==> src/rtl/fpu_addsub_pipe.sv <==
// Two-stage IEEE binary16 add/subtract pipeline (round-to-nearest-even) with
// valid/ready flow control, sticky condition codes and a result counter.
package fpu_addsub_pkg;
  typedef logic [15:0] fp16_t;
  typedef enum logic [1:0] {FPU_ADD = 2'd0, FPU_SUB = 2'd1, FPU_MUL = 2'd2, FPU_DIV = 2'd3} fpuOp_t;
  // z: result is +/-0, c: result inexact, n: sign bit of a non-NaN result, v: finite overflow
  typedef struct packed { logic z; logic c; logic n; logic v; } condCode_t;
endpackage

module fpuAddSub16
  import fpu_addsub_pkg::*;
(
  input  fp16_t     a,
  input  fp16_t     b,
  input  logic      sub,
  output fp16_t     y,
  output condCode_t cc
);
  logic        w_sb, w_swap, w_sx, w_sy, w_g, w_st, w_inc, w_ovf;
  logic        w_a_nan, w_b_nan, w_a_inf, w_b_inf;
  logic [14:0] w_xm, w_ym, w_r;
  logic [5:0]  w_ex, w_ey, w_d, w_sh, w_e, w_e2;
  logic [10:0] w_sigx, w_sigy;
  logic [39:0] w_yfull;
  logic [13:0] w_xext, w_yext, w_m;
  logic [3:0]  w_lz;
  logic [11:0] w_mr;
  logic [9:0]  w_frac;

  always_comb begin
    w_sb   = b[15] ^ sub;
    w_swap = b[14:0] > a[14:0];
    w_sx   = w_swap ? w_sb : a[15];
    w_sy   = w_swap ? a[15] : w_sb;
    w_xm   = w_swap ? b[14:0] : a[14:0];
    w_ym   = w_swap ? a[14:0] : b[14:0];
    w_ex   = (w_xm[14:10] == 5'd0) ? 6'd1 : {1'b0, w_xm[14:10]};
    w_ey   = (w_ym[14:10] == 5'd0) ? 6'd1 : {1'b0, w_ym[14:10]};
    w_sigx = {w_xm[14:10] != 5'd0, w_xm[9:0]};
    w_sigy = {w_ym[14:10] != 5'd0, w_ym[9:0]};
    w_d    = w_ex - w_ey;
    // Smaller operand keeps guard and round bits plus one sticky bit for everything below.
    w_yfull = {w_sigy, 29'd0} >> w_d;
    w_xext  = {w_sigx, 3'b000};
    w_yext  = {w_yfull[39:27], |w_yfull[26:0]};
    w_r = (w_sx != w_sy) ? ({1'b0, w_xext} - {1'b0, w_yext})
                         : ({1'b0, w_xext} + {1'b0, w_yext});
    w_lz = 4'd14;
    for (int i = 0; i < 14; i++) begin
      if (w_r[i]) w_lz = 4'(13 - i);
    end
    // Left shift stops at the minimum exponent so tiny results land as subnormals.
    w_sh = ({2'b00, w_lz} < (w_ex - 6'd1)) ? {2'b00, w_lz} : (w_ex - 6'd1);
    if (w_r[14]) begin
      w_m = {w_r[14:2], w_r[1] | w_r[0]};
      w_e = w_ex + 6'd1;
    end else begin
      w_m = w_r[13:0] << w_sh;
      w_e = w_ex - w_sh;
    end
    w_g   = w_m[2];
    w_st  = |w_m[1:0];
    w_inc = w_g & (w_st | w_m[3]);
    w_mr  = {1'b0, w_m[13:3]} + {11'd0, w_inc};
    if (w_mr[11]) begin
      w_e2   = w_e + 6'd1;
      w_frac = w_mr[10:1];
    end else begin
      w_e2   = w_mr[10] ? w_e : 6'd0;
      w_frac = w_mr[9:0];
    end
    w_ovf   = w_e2 >= 6'd31;
    w_a_nan = (&a[14:10]) & (|a[9:0]);
    w_b_nan = (&b[14:10]) & (|b[9:0]);
    w_a_inf = (&a[14:10]) & ~(|a[9:0]);
    w_b_inf = (&b[14:10]) & ~(|b[9:0]);

    y  = {w_sx, w_e2[4:0], w_frac};
    cc = '{z: 1'b0, c: w_g | w_st, n: w_sx, v: 1'b0};
    if (w_a_nan || w_b_nan || (w_a_inf && w_b_inf && (a[15] != w_sb))) begin
      y  = 16'h7E00;
      cc = '0;
    end else if (w_a_inf) begin
      y  = a;
      cc = '{z: 1'b0, c: 1'b0, n: a[15], v: 1'b0};
    end else if (w_b_inf) begin
      y  = {w_sb, 15'h7C00};
      cc = '{z: 1'b0, c: 1'b0, n: w_sb, v: 1'b0};
    end else if (w_r == 15'd0) begin
      // Exact cancellation gives +0 unless both addends were negative.
      y  = {w_sx & w_sy, 15'd0};
      cc = '{z: 1'b1, c: 1'b0, n: w_sx & w_sy, v: 1'b0};
    end else if (w_ovf) begin
      y  = {w_sx, 15'h7C00};
      cc = '{z: 1'b0, c: 1'b1, n: w_sx, v: 1'b1};
    end
  end
endmodule

module fpu_addsub_pipe
  import fpu_addsub_pkg::*;
#(
  parameter int CNT_W = 16
) (
  input  logic             clock,
  input  logic             reset,
  input  logic             in_valid,
  output logic             in_ready,
  input  fpuOp_t           in_op,
  input  fp16_t            in_a,
  input  fp16_t            in_b,
  output logic             out_valid,
  input  logic             out_ready,
  output fp16_t            out_result,
  output condCode_t        out_cc,
  output logic             out_err,
  output condCode_t        sticky_cc,
  input  logic             clear_sticky,
  output logic [CNT_W-1:0] op_count
);
  // Handshake: a transfer happens on a rising edge where valid and ready are both 1;
  // valid never waits for ready, and held data stays stable until its transfer.
  logic             r_s1_valid, r_s2_valid, r_s2_err;
  fpuOp_t           r_s1_op;
  fp16_t            r_s1_a, r_s1_b, r_s2_result;
  condCode_t        r_s2_cc, r_sticky;
  logic [CNT_W-1:0] r_count;
  logic             w_s1_adv, w_accept, w_out_hs, w_err;
  fp16_t            w_fpu_y;
  condCode_t        w_fpu_cc;

  assign w_s1_adv = r_s1_valid & (~r_s2_valid | out_ready);
  assign in_ready = ~reset & (~r_s1_valid | w_s1_adv);
  assign w_accept = in_valid & in_ready;
  assign w_out_hs = r_s2_valid & out_ready;
  assign w_err    = (r_s1_op != FPU_ADD) && (r_s1_op != FPU_SUB);

  fpuAddSub16 u_addsub (
    .a   (r_s1_a),
    .b   (r_s1_b),
    .sub (r_s1_op == FPU_SUB),
    .y   (w_fpu_y),
    .cc  (w_fpu_cc)
  );

  always_ff @(posedge clock or posedge reset) begin
    if (reset) begin
      r_s1_valid <= 1'b0;
      r_s1_op    <= FPU_ADD;
      r_s1_a     <= '0;
      r_s1_b     <= '0;
    end else if (w_accept) begin
      r_s1_valid <= 1'b1;
      r_s1_op    <= in_op;
      r_s1_a     <= in_a;
      r_s1_b     <= in_b;
    end else if (w_s1_adv) begin
      r_s1_valid <= 1'b0;
    end
  end

  always_ff @(posedge clock or posedge reset) begin
    if (reset) begin
      r_s2_valid  <= 1'b0;
      r_s2_result <= '0;
      r_s2_cc     <= '0;
      r_s2_err    <= 1'b0;
    end else if (w_s1_adv) begin
      r_s2_valid  <= 1'b1;
      r_s2_result <= w_err ? 16'h0000 : w_fpu_y;
      r_s2_cc     <= w_err ? condCode_t'(4'b0000) : w_fpu_cc;
      r_s2_err    <= w_err;
    end else if (w_out_hs) begin
      r_s2_valid <= 1'b0;
    end
  end

  always_ff @(posedge clock or posedge reset) begin
    if (reset) begin
      r_sticky <= '0;
      r_count  <= '0;
    end else begin
      if (w_out_hs) begin
        r_sticky <= clear_sticky ? r_s2_cc : condCode_t'(r_sticky | r_s2_cc);
        r_count  <= r_count + {{(CNT_W-1){1'b0}}, 1'b1};
      end else if (clear_sticky) begin
        r_sticky <= '0;
      end
    end
  end

  assign out_valid  = r_s2_valid;
  assign out_result = r_s2_result;
  assign out_cc     = r_s2_cc;
  assign out_err    = r_s2_err;
  assign sticky_cc  = r_sticky;
  assign op_count   = r_count;
endmodule
==> config.mk <==
export PLATFORM = sky130hd
export DESIGN_NAME = fpu_addsub_pipe
export DESIGN_NICKNAME = d
export VERILOG_FILES = /design/src/rtl/fpu_addsub_pipe.sv
export SDC_FILE = /design/constraint.sdc
export NUM_CORES = 1
export LEC_CHECK = 0
export CORE_UTILIZATION = 45
export DETAILED_ROUTE_END_ITERATION = 16
export DONT_BUFFER_PORTS = 1
export GPL_TIMING_DRIVEN = 0
export PLACE_DENSITY = 0.66
export SLEW_MARGIN = 20
export SYNTH_ARGS = -nofsm -noshare
export SYNTH_HDL_FRONTEND = slang
export SYNTH_SLANG_ARGS = --single-unit
==> constraint.sdc <==
create_clock -name clock -period 11.75 [get_ports clock]
set_clock_uncertainty 0.15 [all_clocks]
set_input_delay 1.175 -clock clock [delete_from_list [all_inputs] [get_ports clock]]
set_output_delay 1.175 -clock clock [all_outputs]
set_load 0.03 [all_outputs]
==> results of run 1 <==
[synth_stat cells (5+ instances only)]
library cell                instances
sky130_fd_sc_hd__or3_1             13
sky130_fd_sc_hd__o211a_1            7
sky130_fd_sc_hd__nand3_1           46
sky130_fd_sc_hd__nor4_1            17
sky130_fd_sc_hd__a21oi_1           90
sky130_fd_sc_hd__o22ai_1            9
sky130_fd_sc_hd__buf_2              7
sky130_fd_sc_hd__nor3_1            53
sky130_fd_sc_hd__nand2_1          102
sky130_fd_sc_hd__xnor2_1           42
sky130_fd_sc_hd__o211ai_1          15
sky130_fd_sc_hd__a211oi_1          17
sky130_fd_sc_hd__or2_2             14
sky130_fd_sc_hd__nor2_1           109
sky130_fd_sc_hd__o2111ai_1          8
sky130_fd_sc_hd__xor2_1            10
sky130_fd_sc_hd__a21o_1            14
sky130_fd_sc_hd__o21a_1             9
sky130_fd_sc_hd__mux2i_1           16
sky130_fd_sc_hd__mux2_2            44
sky130_fd_sc_hd__and2_1            11
sky130_fd_sc_hd__o21ai_1           12
sky130_fd_sc_hd__a2111oi_0          5
sky130_fd_sc_hd__dfrtp_1           76
sky130_fd_sc_hd__and3_1             9
sky130_fd_sc_hd__or4_1              6
sky130_fd_sc_hd__ha_1              52
sky130_fd_sc_hd__a41oi_1            6
sky130_fd_sc_hd__o31ai_1            7
sky130_fd_sc_hd__a31oi_1           15
sky130_fd_sc_hd__a22oi_1           10
sky130_fd_sc_hd__nand4_1           16
sky130_fd_sc_hd__a211o_1            8
sky130_fd_sc_hd__clkbuf_1          32
sky130_fd_sc_hd__inv_1             67
sky130_fd_sc_hd__o21ai_0           73
sky130_fd_sc_hd__o21bai_1          10
sky130_fd_sc_hd__nand2b_1          14
sky130_fd_sc_hd__a32o_1             8
[critical path: cells and delay by family, from the launching register on]
kind	cells	cell delay, ns
buf+inv	12	1.62
simple gates	13	1.94
mux	1	0.29
xor+xnor	3	0.60
fa+ha+maj	6	1.72
compound gates	23	4.76
flops	1	0.34
[registers in the layout, indices dropped and copies added, names as in the netlist]
signal and cells:
r_s1_b 16, r_s1_valid 1, r_s1_op 2, out_valid 1, out_err 1, op_count 16, out_result 16, out_cc 3
r_s1_a 16, sticky_cc 4
[area by class of cell]
cell class	instances	area, um^2	area share, %
Buffer	45	310.3	2.592
Clock buffer	9	225.2	1.881
Clock inverter	7	105.1	0.8779
Inverter	70	279.0	2.331
Multi-Input combinational cell	1010	7968	66.56
Sequential cell	76	1919	16.03
Tap cell	270	337.8	2.822
Timing Repair Buffer	106	827.0	6.908
[stage by stage]
stage	TNS, ns	cell area [um^2]	hold WS, ns	setup slack, ns	util [%]
detailed placement	-45.87	9742	0.3437	-2.818	47.99
global placement	-45.92	9719	0.3352	-2.812	47.88
floorplan	0	9382	0.3212	0.006612	-
CTS	0	10740	0.3575	0.02243	52.88
finish	0	11970	0.3540	0.1697	58.97
global route	-2.371	11970	0.3656	-0.1733	58.97
[worst paths after layout]
kind	start	to	slack, ns	depth (start not counted)
setup / recovery	r_s1_a[10]	out_result[12]	0.17	58
hold / removal	r_s1_op[0]	r_s1_op[0]	0.35	1
setup reg to reg	r_s1_a[10]	out_result[12]	0.17	58
hold reg to reg	r_s1_op[0]	r_s1_op[0]	0.35	1
max in group asynchronous	reset	r_s1_a[1]	10.29	2
min in group asynchronous	reset	op_count[14]	0.58	1
[cell usage in the layout, fill, tap and decap left out, drive strengths merged, types with 5 or more instances in the layout]
| cell | count |
|---|---|
| o211ai | 16 |
| nand4 | 17 |
| a22oi | 11 |
| and2 | 11 |
| o21bai | 10 |
| xnor2 | 42 |
| clkbuf | 35 |
| dfrtp | 76 |
| nand2b | 14 |
| ha | 52 |
| o31ai | 8 |
| o21ai | 85 |
| a211o | 8 |
| a21o | 14 |
| nand2 | 105 |
| nor4 | 22 |
| a21oi | 91 |
| or4 | 8 |
| and3 | 9 |
| o22ai | 9 |
| o211a | 7 |
| buf | 125 |
| a211oi | 20 |
| a31oi | 16 |
| o2111ai | 8 |
| a2111oi | 7 |
| or3 | 14 |
| inv | 72 |
| mux2 | 44 |
| o21a | 9 |
| a41oi | 6 |
| nor3 | 54 |
| nor2 | 114 |
| mux2i | 17 |
| or2 | 18 |
| a32o | 8 |
| xor2 | 10 |
| o221ai | 5 |
| nand3 | 47 |
[metal layers]
metal,up-vias,share of wire (%)
met5,-,0
met2,582,45
li1,4762,-
met1,4899,43
met4,0,4.0
met3,111,8.2
[repair_timing]
item,4_1_cts,5_1_grt
pin swaps,22,71
gates resized for setup,104,132
setup buffers,23,80
hold buffers,0,0
gates cloned,0,2
endpoints found under the setup margin,17,17
[cell families (layout without fill, tap and decap cells)]
| logic type | Yosys count | after routing |
|---|---|---|
| buf+inv | 119 | 237 |
| mux | 64 | 64 |
| compound gates | 384 | 384 |
| xor+xnor | 52 | 52 |
| fa+ha+maj | 55 | 55 |
| flops | 76 | 76 |
| simple gates | 455 | 455 |
==> flow_summary.ini, run 1 <==
[setup_path]
start_kind = flop
critical_path.slowest_cell = sky130_fd_sc_hd__fa_2
critPathKind = flop to flop
worstPathArrival_ns = 11.62
timing.critical_path.fanout_max = 10
end_kind = flop
worst_path_largest_cell_delay_ns = 0.48
cp.required_ns = 11.79

[finish]
fillCellCount = 1794
drive_above_1_share_pct = 30.16
antenna_cells = 0
final-instance-count-excl-fill = 1593
nNetsFinal = 1412
syn2layout_area_growth_pct = 28.14

[floorplanning]
num_rows = 52
start_util_pct = 46.02
number_of_primary_i_o_pins = 82
dieHeight_um = 146.1
floorplan.die_area_mm2 = 0.02134
dieWidth_um = 146.1
core_mm2 = 0.02030

[synthesis]
synth_adder_area_share_pct = 7.607
ys_ff_latch = 76
yosys_warnings = 0
largest_family_of_logic_cells_by_synthesized_area = compound AO/OA/AOI/OAI gates
syn_inst = 1205
synth_compound_gate_area_share_pct = 28.77
synth-async-reset-ratio_pct = 100.0
synth.distinct_cells = 107
yosys.area_share.xor_xnor_pct = 4.875
synth.mux.area_fraction_pct = 7.888
synthesis.nets = 1299
yosys_most_used_dff = sky130_fd_sc_hd__dfrtp_1
synth_area_leader_cell = sky130_fd_sc_hd__dfrtp_1
synth.top_cells.by_area = sky130_fd_sc_hd__dfrtp_1 (20%), sky130_fd_sc_hd__ha_1 (7.0%), sky130_fd_sc_hd__mux2_2 (5.3%)
synthSimpleGateAreaFrac_pct = 25.18
avgSynthCellArea_um2 = 7.753
synth_top_area_share_pct = 20.36
synth_edf_count = 0
syn_area_mm2 = 0.009343
synth_seq_area_share_pct = 20.36

[route]
detail_route.first_pass.iterations = 8
vias_per_cell = 6.500
drc = 0
detailed_route_wire_length_mm = 32.01
detailedRoute.firstIterationViolations = 1157
detailroute.via_count = 10350
post_drt_wl_per_cell_um = 20.09
final_antenna_net_count = 0

[place]
globalplace.congestion = 0.9871
place.port_buffers = 0
detailed_place_hpwl_mm = 23.07
dp_cells = 1476

[timing]
setup_viol = 0
timing_worst_slew_pin_value_ns = 1.011
worst_slew_margin_rel_pct = 32.02
timing.final.max_slew_violations = 0
period_needed_ns = 11.58
timing.fmax_mhz = 86.35
hold_viol = 0
finalCritPeriodShare_pct = 98.56

[global_route]
globalRouteTotalUtil_pct = 27.87
grt_start_max_net_pins = 41
gr_met3_demand_resource_pct = 4.313
met2_usage_pct = 43.59
grt.met1_usage_pct = 38.68
global_route_wire_length_before_repair_mm = 48.18
antenna_found_initial = 0
gr-max-usage-layer = met2
global_route.overflow_total = 0
first_global_vias = 9112

[clock_network]
cts.root.buffer_cell = sky130_fd_sc_hd__clkbuf_16
worst_path_clk_slew_ns = 0.06
clk-insertion-delay-late_ns = 0.33
tritoncts = built
cts.htree.levels = 3
cts_inserted_buffers = 9
clockBufferDepth = 2
clock-sinks = 76

[run]
max_cap_viol_count = 0

[worst_hold_path]
worst_hold_path_type = flop to flop

[status]
outcome = finished, final reports clean
Power of run 1 is not shown: default switching activity piles up to over one toggle a cycle in this logic, so the estimate is an artifact.
==> run 2: changes to the inputs <==
--- a/config.mk
+++ b/config.mk
@@ -8,8 +8,10 @@
 export CORE_UTILIZATION = 45
 export DETAILED_ROUTE_END_ITERATION = 16
 export DONT_BUFFER_PORTS = 1
+export GPL_ROUTABILITY_DRIVEN = 0
 export GPL_TIMING_DRIVEN = 0
-export PLACE_DENSITY = 0.66
+export PLACE_DENSITY = 0.64
+export SETUP_SLACK_MARGIN = 0.15
 export SLEW_MARGIN = 20
 export SYNTH_ARGS = -nofsm -noshare
 export SYNTH_HDL_FRONTEND = slang
==> constraint.sdc (replaced) <==
create_clock -name clock -period 13.97 [get_ports clock]
set_clock_uncertainty 0.15 [all_clocks]
set_input_delay 1.397 -clock clock [delete_from_list [all_inputs] [get_ports clock]]
set_output_delay 1.397 -clock clock [all_outputs]
set_load 0.03 [all_outputs]
==> flow_summary.ini, run 2 (synthesized netlist as in run 1, its figures left out) <==
[status]
outcome = finished, final reports clean

[clock_network]
clk-insertion-delay-late_ns = 0.33
cts.htree.levels = 3
cts.root.buffer_cell = sky130_fd_sc_hd__clkbuf_16
clock-sinks = 76
cts_inserted_buffers = 9
tritoncts = built
post_cts_hold_buffer_count = 0
clockBufferDepth = 2
worst_path_clk_slew_ns = 0.07

[timing]
timing_worst_slew_pin_value_ns = 0.9539
hold_viol = 0
timing.final.max_slew_violations = 0
minimum_hold_slack_ns = 0.3512
worst_slew_margin_rel_pct = 35.87
finalCritPeriodShare_pct = 94.71
period_needed_ns = 13.23
timing.fmax_mhz = 75.58
setup_repair_after_global_routing_missed_its_margin = false
setup_viol = 0
timing.final.ws_setup_ns = 0.7390

[floorplanning]
floorplan.die_area_mm2 = 0.02134
dieHeight_um = 146.1
num_rows = 52
dieWidth_um = 146.1
start_util_pct = 46.02
number_of_primary_i_o_pins = 82
core_mm2 = 0.02030

[global_route]
grt_start_max_net_pins = 49
global_route.overflow_total = 0
global_route_wire_length_before_repair_mm = 46.93
first_global_vias = 9150
globalRouteTotalUtil_pct = 26.85
antenna_found_initial = 0

[setup_path]
critPathKind = flop to flop
cp.required_ns = 14.05
critical_path.slowest_cell = sky130_fd_sc_hd__a31oi_1
cp_top_family = compound AO/OA/AOI/OAI gates
worst_path_largest_cell_delay_ns = 0.62
r2r-end = out_result[4]
worstPathArrival_ns = 13.31
worstSetupStartpoint = r_s1_a[14]
start_kind = flop
r2r_start = r_s1_a[14]
end_kind = flop
worst_r2r_path_cells = 56
reg2reg_setup_slack_ns = 0.74
timing.critical_path.fanout_max = 10
critical_path_buf_inv_count = 12
cp_common_cell = sky130_fd_sc_hd__ha_1

[place]
dpl_cell_area_mm2 = 0.009711
post-place-ws_ns = -1.599
detailed_place_hpwl_mm = 22.79
place.port_buffers = 0

[worst_hold_path]
worst_hold_path_type = flop to flop
worstHoldStart = r_s1_op[0]
holdPathStages = 1
timing.hold.worst_endpoint = r_s1_op[0]

[route]
vias_per_cell = 6.485
drc = 0
detail_route.first_pass.iterations = 6
detailed_route_wire_length_mm = 29.22
final_antenna_net_count = 0
detailedRoute.firstIterationViolations = 1225
detailroute.via_count = 9754
post_drt_wl_per_cell_um = 19.43

[finish]
drive_above_1_share_pct = 14.42
nNetsFinal = 1323
commonest_non_fill_non_tap_cell_in_the_layout = sky130_fd_sc_hd__nor2_1
antenna_cells = 0
syn2layout_area_growth_pct = 10.15
mostFrequentLayoutCells = sky130_fd_sc_hd__nor2_1 (107), sky130_fd_sc_hd__nand2_1 (101), sky130_fd_sc_hd__a21oi_1 (87)
finished_cell_area_mm2 = 0.01029

[run]
max_cap_viol_count = 0
[run 2: cell count changes in the layout (fill, tap and decap cells not counted), sizes merged]
cell / change
buf: -95
bufinv: -2
clkbuf: +6
clkinv: +1
clkinvlp: +1
[run 2: per-layer routing]
layer | global-route usage, % | up-vias | share of wire [%]
met2 | 43.37 | 495 | 45
met5 | 0 | - | 0
met3 | 4.688 | 85 | 8.7
met1 | 36.34 | 4596 | 44
li1 | - | 4578 | -
met4 | 8.802 | 0 | 3.1
[run 2: worst register-to-register path, delay by kind of cell (launching register included)]
kind,cells,cell delay [ns]
adder cells (fa/ha/maj),6,1.70
AO/OA/AOI/OAI,23,5.23
multiplexers,1,0.15
flip-flops,1,0.46
buffers and inverters,12,2.33
XOR/XNOR,3,0.80
AND/OR/NAND/NOR,11,2.31
[run 2: worst max path at each step]
stage	endpoint	slack, ns	cells after the start
2_1_floorplan	out_result[2]	1.62	56
3_3_place_gp	out_result[4]	-1.55	56
3_5_place_dp	out_result[4]	-1.60	56
4_1_cts	out_result[12]	0.17	61
5_1_grt	out_result[2]	0.12	57
6_report	out_result[4]	0.74	56
[run 2: layout make-up]
class,count,area (um^2)
fillers,2012,10010
inverters,70,270.3
repair buffers,13,117.6
flip-flops and latches,76,1902
clock buffers,9,225.2
plain buffers,49,246.5
well taps,270,337.8
clock inverters,7,57.56
multi-input cells,1010,7134
[run 2: metrics by stage]
| stage | cells | setup TNS [ns] | utilization (%) |
|---|---|---|---|
| 3_3_place_gp | 1475 | -24.75 | 47.69 |
| 4_1_cts | 1493 | 0 | 49.82 |
| 2_1_floorplan | 1205 | 0 | - |
| 5_1_grt | 1504 | 0 | 50.70 |
| 6_report | 1504 | 0 | 50.70 |
| 3_5_place_dp | 1476 | -25.51 | 47.84 |
[run 2: timing repair]
action | 4_1_cts | 5_1_grt
resized for setup | 20 | 28
buffers inserted | 1 | 11
endpoints found under the setup margin | 17 | 17
endpoints found under the hold margin | 0 | 0
pin swaps | 2 | 7
Power of run 2 is left out for the same reason.
==> run 3: changes to the inputs <==
--- a/config.mk
+++ b/config.mk
@@ -10,9 +10,10 @@
 export DONT_BUFFER_PORTS = 1
 export GPL_ROUTABILITY_DRIVEN = 0
 export GPL_TIMING_DRIVEN = 0
-export PLACE_DENSITY = 0.64
+export PLACE_DENSITY = 0.66
 export SETUP_SLACK_MARGIN = 0.15
 export SLEW_MARGIN = 20
 export SYNTH_ARGS = -nofsm -noshare
 export SYNTH_HDL_FRONTEND = slang
+export SYNTH_HIERARCHICAL = 1
 export SYNTH_SLANG_ARGS = --single-unit
==> constraint.sdc (replaced) <==
create_clock -name clock -period 11.3 [get_ports clock]
set_clock_uncertainty 0.15 [all_clocks]
set_input_delay 1.13 -clock clock [delete_from_list [all_inputs] [get_ports clock]]
set_output_delay 1.13 -clock clock [all_outputs]
set_load 0.03 [all_outputs]
==> flow_summary.ini, run 3 <==
[synthesis]
synth_top_area_share_pct = 20.15
synth_edf_count = 0
synth.most_common_cell = sky130_fd_sc_hd__nand2_1
synth.distinct_cells = 112
synth_area_leader_cell = sky130_fd_sc_hd__dfrtp_1
yosys_warnings = 6
synth.top_cells.by_area = sky130_fd_sc_hd__dfrtp_1 (20%), sky130_fd_sc_hd__ha_1 (7.3%), sky130_fd_sc_hd__nand2_1 (4.8%)
synthTopCellsByCount = sky130_fd_sc_hd__nand2_1 (123), sky130_fd_sc_hd__dfrtp_1 (77), sky130_fd_sc_hd__inv_1 (76)
syn_area_mm2 = 0.009562
synth_seq_area_share_pct = 20.15
synthesis.nets = 1281
yosys_most_used_dff = sky130_fd_sc_hd__dfrtp_1
ys_ff_latch = 77
synth-async-reset-ratio_pct = 100.0
avgSynthCellArea_um2 = 8.083
syn_inst = 1183

[clock_network]
clockBufferDepth = 2
tritoncts = built
cts.root.buffer_cell = sky130_fd_sc_hd__clkbuf_16
cts.htree.levels = 3
worst_path_clk_slew_ns = 0.06
cts_inserted_buffers = 9
clock-sinks = 77
post_cts_hold_buffer_count = 0
clk-insertion-delay-late_ns = 0.34

[setup_path]
end_kind = flop
worst_path_largest_cell_delay_ns = 0.55
critical_path.slowest_cell = sky130_fd_sc_hd__or4_4
worstPathArrival_ns = 11.78
cp_top_family = simple AND/OR/NAND/NOR gates
critical_path_buf_inv_count = 11
timing.critical_path.fanout_max = 6
start_kind = flop
critPathKind = flop to flop
cp.required_ns = 11.36

[global_route]
global_route.overflow_total = 0
antenna_found_initial = 0
grt_start_max_net_pins = 42
globalRouteTotalUtil_pct = 30.54
first_global_vias = 10010
global_route_wire_length_before_repair_mm = 53.54

[floorplanning]
start_util_pct = 46.51
number_of_primary_i_o_pins = 82
floorplan.die_area_mm2 = 0.02183
dieHeight_um = 147.8
core_mm2 = 0.02056
num_rows = 52
dieWidth_um = 147.8

[route]
detail_route.first_pass.iterations = 6
post_drt_wl_per_cell_um = 21.75
drc = 0
detailroute.via_count = 10660
final_antenna_net_count = 0
detailed_route_wire_length_mm = 35.00
vias_per_cell = 6.624
detailedRoute.firstIterationViolations = 1212

[run]
max_cap_viol_count = 0

[finish]
register_area_mm2 = 0.001956
multi_input_comb_area_mm2 = 0.008235
nNetsFinal = 1432
final_util_pct = 61.67
syn2layout_area_growth_pct = 32.60
fillCellCount = 1728
antenna_cells = 0
mostFrequentLayoutCells = sky130_fd_sc_hd__buf_4 (135), sky130_fd_sc_hd__nand2_1 (117), sky130_fd_sc_hd__nor2_1 (62), sky130_fd_sc_hd__o21ai_0 (62), sky130_fd_sc_hd__inv_1 (61)
finished_cell_area_mm2 = 0.01268
commonest_non_fill_non_tap_cell_in_the_layout = sky130_fd_sc_hd__buf_4
drive_above_1_share_pct = 35.25

[timing]
worst_slew_margin_rel_pct = 40.60
period_needed_ns = 11.73
finalCritPeriodShare_pct = 103.8
timing.final.max_slew_violations = 0
hold_viol = 0
setup_viol = 17
timing.final.ws_setup_ns = -0.4280
setup_repair_after_global_routing_missed_its_margin = true
timing.fmax_mhz = 85.27
timing_worst_slew_pin_value_ns = 0.8817

[place]
detailed_place_hpwl_mm = 23.17
dpl_cell_area_mm2 = 0.01012
place.port_buffers = 0

[status]
outcome = complete, but fails checks
violations = negative setup slack

[worst_hold_path]
worst_hold_path_type = flop to flop
## run 3: repair_timing
item | CTS | global route
setup buffers | 104 | 31
endpoints found under the hold margin | 0 | 0
cloned | 4 | 1
pin swaps | 73 | 59
resized for setup | 183 | 84
endpoints found under the setup margin | 17 | 17
## run 3: cell type report
class / instances / share of cell area [%]
timing repair buffer: 141 / 9.069
clock inverter: 7 / 0.5230
clock buffer: 9 / 1.776
buffer: 53 / 3.168
multi-input combinational: 974 / 64.96
sequential: 77 / 15.42
inverter: 78 / 2.418
tap: 270 / 2.665
## run 3: cells by family after synthesis
group                    after synthesis  share of synthesized area (%)
AO/OA/AOI/OAI                        370                          28.15
XOR/XNOR                              51                          4.672
adder cells (fa/ha/maj)               59                          7.956
buffers and inverters                132                          5.980
flip-flops                            77                          20.15
multiplexers                          84                          10.86
AND/OR/NAND/NOR                      410                          22.23
## run 3: per-layer routing
layer  track usage, %  wire, um  vias up
met2            49.91     16340      634
met3            4.877      2724      163
met4            14.48      1804        0
li1                 -         -     4745
met5                0         0        -
met1            39.33     14130     5116
## run 3: final timing paths
check | startpoint | end | slack [ns] | cells after the start
setup / recovery | r_s1_a[7] | out_result[14] | -0.43 | 58
hold / removal | r_s1_op[0] | r_s1_op[0] | 0.36 | 1
setup reg to reg | r_s1_a[7] | out_result[14] | -0.43 | 58
hold reg to reg | r_s1_op[0] | r_s1_op[0] | 0.36 | 1
max in group asynchronous | reset | out_result[14] | 9.88 | 2
min in group asynchronous | reset | r_s1_b[13] | 0.53 | 1
## run 3: stage by stage
stage               setup slack, ns  hold WS [ns]  TNS [ns]  std cells
floorplan                    0.1547        0.3234         0       1183
global placement             -2.017        0.3442    -32.46       1453
detailed placement           -2.184        0.3401    -34.52       1454
CTS                         -0.1226        0.3576   -0.9591       1578
global route                -0.9484        0.3603    -15.00       1609
finish                      -0.4280        0.3575    -6.467       1609
Power of run 3 is left out for the same reason.
